<file path="config.mk">
export PLATFORM = sky130hd
export DESIGN_NAME = demux5
export DESIGN_NICKNAME = d
export VERILOG_FILES = /design/src/rtl/demux5.sv
export SDC_FILE = /design/constraint.sdc
export NUM_CORES = 1
export LEC_CHECK = 0
export ABC_AREA = 1
export BUFFER_PORTS_ARGS = -buffer_cell sky130_fd_sc_hd__buf_4
export CAP_MARGIN = 20
export CORE_MARGIN = 4
export CORE_UTILIZATION = 45
export CTS_CLUSTER_SIZE = 10
export DETAILED_ROUTE_END_ITERATION = 12
export GPL_TIMING_DRIVEN = 1
export PLACE_DENSITY = 0.8
export SLEW_MARGIN = 20
export SYNTH_ARGS = -nofsm -noshare
export SYNTH_HDL_FRONTEND = slang
export SYNTH_SLANG_ARGS = --single-unit
</file>
<file path="constraint.sdc">
create_clock -name clk -period 0.8 [get_ports clk]
set_input_delay 0.16 -clock clk [delete_from_list [all_inputs] [get_ports clk]]
set_output_delay 0.16 -clock clk [all_outputs]
set_load 0.01 [all_outputs]
</file>
<file path="src/rtl/demux5.sv">
// demux5 - registered 1-to-8 demultiplexer for 5-bit register-address fields.
//
// Steers the source value In into one of eight holding registers selected by
// Sel whenever Load is sampled high. Each load raises a one-cycle one-hot
// pulse on Valid for the target lane, and LastSel records the lane index.
// All outputs come straight from flops.
//
// Optional feature macro: DEMUX5_CLEAR_EN
//   Adds the Clear port. Clear zeroes all lanes, Valid and LastSel at the
//   edge, except that a simultaneous Load still writes lane Sel.
//
// Ports:
//   clk            in   clock, rising edge active
//   reset_n        in   asynchronous active-low reset
//   In     [4:0]   in   source value
//   Sel    [2:0]   in   destination lane index
//   Load           in   write strobe
//   Clear          in   synchronous clear (DEMUX5_CLEAR_EN only)
//   Out0..Out7 [4:0] out holding registers
//   Valid  [7:0]   out  one-hot load pulse, bit i = lane i loaded last edge
//   LastSel [2:0]  out  most recently loaded lane
module demux5 (
   input  logic       clk,
   input  logic       reset_n,
   input  logic [4:0] In,
   input  logic [2:0] Sel,
   input  logic       Load,
`ifdef DEMUX5_CLEAR_EN
   input  logic       Clear,
`endif
   output logic [4:0] Out0,
   output logic [4:0] Out1,
   output logic [4:0] Out2,
   output logic [4:0] Out3,
   output logic [4:0] Out4,
   output logic [4:0] Out5,
   output logic [4:0] Out6,
   output logic [4:0] Out7,
   output logic [7:0] Valid,
   output logic [2:0] LastSel
);

   logic [4:0] lane_q [8];
   logic [4:0] lane_d [8];
   logic [7:0] valid_q, valid_d;
   logic [2:0] last_q, last_d;

   always_comb begin
      for (int unsigned i = 0; i < 8; i++) begin
         lane_d[i] = lane_q[i];
      end
      valid_d = '0;
      last_d  = last_q;

`ifdef DEMUX5_CLEAR_EN
      if (Clear) begin
         for (int unsigned i = 0; i < 8; i++) begin
            lane_d[i] = '0;
         end
         last_d = '0;
      end
`endif

      // Load is evaluated last so it overrides Clear on the selected lane.
      if (Load) begin
         lane_d[Sel] = In;
         valid_d     = 8'(1) << Sel;
         last_d      = Sel;
      end
   end

   always_ff @(posedge clk or negedge reset_n) begin
      if (!reset_n) begin
         for (int unsigned i = 0; i < 8; i++) begin
            lane_q[i] <= '0;
         end
         valid_q <= '0;
         last_q  <= '0;
      end else begin
         for (int unsigned i = 0; i < 8; i++) begin
            lane_q[i] <= lane_d[i];
         end
         valid_q <= valid_d;
         last_q  <= last_d;
      end
   end

   assign Out0    = lane_q[0];
   assign Out1    = lane_q[1];
   assign Out2    = lane_q[2];
   assign Out3    = lane_q[3];
   assign Out4    = lane_q[4];
   assign Out5    = lane_q[5];
   assign Out6    = lane_q[6];
   assign Out7    = lane_q[7];
   assign Valid   = valid_q;
   assign LastSel = last_q;

endmodule

</file>
==> impl_metrics.yaml <==
outcome:
  status: "finished, violations left"
  violations: "negative setup slack"
synthesis:
  ys_seq_area_frac: 0.650
  synthesis.nets: 226
  synth-seq-cells: 51
  synth.avg_cell_area_um2: 9.13
  synthXorXnorAreaFrac: 0
  yosys.area_share.simple: 0.308
  synth_area_um2: 1960
  synthMuxAreaShare: 0
  synthCells: 215
  synth_cell_types: 12
  synth_top_family_by_area: "simple AND/OR/NAND/NOR gates"
  yosys_warnings: 0
  synthAdderAreaFrac: 0
  synth_compound_area_frac: 0.00510
setup_path:
  critPathTopFamily: "flip-flops"
  critPathBufInv: 1
  cp_max_fo: 2
  worst_path_largest_cell_delay_ns: 0.44
  crit_type: "reg -> out"
  arrival_ns: 0.88
  crit_path_end_kind: "primary output"
  required_ns: 0.64
  reg2reg_setup_slack_ns: -0.06
  worstPathCellList: "buf_6"
  crit_slowest_cell: "dfrtp_1"
  worstSetupStartpointType: "flip-flop"
clocking:
  insertion_delay_ns: 0.30
  htreeDepth: 2
  clock-root-buffer: "clkbuf_8"
  cts_tree: "built"
  clk_pin_slew_ns: 0.09
  clock_tree.buffer_depth: 2
  clkSinkCount: 51
  cts_made_buffers: 5
sta:
  slew_headroom: 0.812
  setup_ws_ns: -0.239
  max_freq_ghz: 0.962
  worst_pin_slew_ns: 0.282
  hold_viol: 0
  report.final.slew_viol_count: 0
  setup_viol: 57
  holdWs_ns: 0.150
  min_period_ns: 1.04
  rsz0062_at_grt: "true"
  fin_crit_sh: 1.30
  skew_ns: 0
floorplanning:
  floorplan.initialDensity: 0.477
  ioPinCount: 62
  coreArea_um2: 4120
  die_w_um: 74.1
  fp-row-count: 23
  dieHeight_um: 74.1
  die-area_um2: 5480
global_route:
  grt-ovfl-total: 0
  first_global_vias: 1754
  grt_pass1_wl_um: 8290
  track_usage: 0.203
  antenna_found_initial: 0
  grt_start_max_net_pins: 52
cells_and_area:
  n_antenna_cell: 0
  area_growth_pct: 57.7
  nets: 329
  layout_common_cells: "nand2_1 (112), buf_6 (54), dfrtp_1 (51)"
  layout_commonest_cell: "nand2_1"
  finalInstanceArea_um2: 3100
  drive_above_1_share: 0.404
  final_util: 0.752
worst_hold_path:
  hold_path_class: "in -> reg"
place:
  place.gp.congestion: 0.778
  numPortBuffers: 61
  dpl_cell_area_um2: 2550
  dp_hpwl_um: 3440
pwr:
  power_mw: 7.08
  leakage_nw: 1.72
  ir_drop_v: 0.00129
  p_per_area_nw_per_um2: 2290
detailed_routing:
  first_pass_iters: 4
  wl_per_cell_um: 14.5
  drt-total-wl_um: 5340
  drc: 0
  drt-vias-per-instance: 4.86
  drt-initial-drc-count: 174
  vias: 1794
  drtAntennaViolNets: 0
flow_run:
  cap_viol_max_count: 0
## cell type report
class / count / area (µm²)
multi-input cells: 147 / 624
clock buffers: 7 / 96.3
fillers: 286 / 1020
well taps: 50 / 62.6
clock inverters: 1 / 7.51
inverters: 10 / 37.5
flip-flops and latches: 51 / 1280
repair buffers: 103 / 991
## through the flow
stage	worst slack (ns)	cells	TNS (ns)
after floorplan	0.0279	215	0
after global placement	-0.150	331	-5.62
after detailed placement	-0.184	331	-6.29
after CTS	-0.223	357	-10.13
after global routing	-0.254	369	-11.86
final	-0.239	369	-10.07
## power breakdown
part	leakage, nW	switching [mW]	internal, mW
logic	1.02	0.856	1.29
clock network	0.0505	0.850	0.788
registers	0.649	0.320	2.98
total	1.72	2.03	5.06
## cell families after synthesis
family,after synthesis
AOI/OAI and AO/OA,2
buffers and inverters,17
DFF,51
and+or+nand+nor,145
## layer usage
metal	track usage	wire length, µm	up-vias	part of all wire
li1	-	-	857	-
met3	0.0514	357	9	0.067
met1	0.256	2250	852	0.42
met4	0.0483	79	0	0.015
met2	0.351	2660	76	0.50
met5	0	0	-	0
## cells in the mapped netlist
master | instances | share of area
buf_2 | 2 | 0.0051
inv_2 | 7 | 0.013
nor2_2 | 4 | 0.013
nor2_1 | 1 | 0.0019
inv_1 | 3 | 0.0057
nor2_4 | 3 | 0.017
o21ai_0 | 2 | 0.0051
dfrtp_1 | 51 | 0.65
clkbuf_2 | 5 | 0.013
nand3_1 | 20 | 0.051
nand2_1 | 116 | 0.22
nand2_2 | 1 | 0.0032
## state kept, by name, indices dropped and copies added, names as in the netlist
register	count
Out0	5
Out3	5
Out4	5
Out2	5
Out1	5
Out6	5
Valid	8
Out5	5
LastSel	3
Out7	5
## worst paths after layout
path                            start  cells after the start          to
setup / recovery           LastSel[1]                      1  LastSel[1]
setup reg to reg              Out4[1]                      4     Out4[1]
min in group asynchronous     reset_n                      3     Out2[2]
max in group asynchronous     reset_n                      3     Out6[0]
hold reg to reg               Out5[0]                      2     Out5[0]
hold / removal                  In[3]                      3     Out5[3]
## timing repair
item,in CTS,in global routing
cloned,0,0
pin swaps,0,3
hold buffers,1,0
resized for setup,51,9
hold endpoints to repair,51,0
setup endpoints to repair,51,54
setup buffers,17,15
Power figures use the tool's default switching activity.
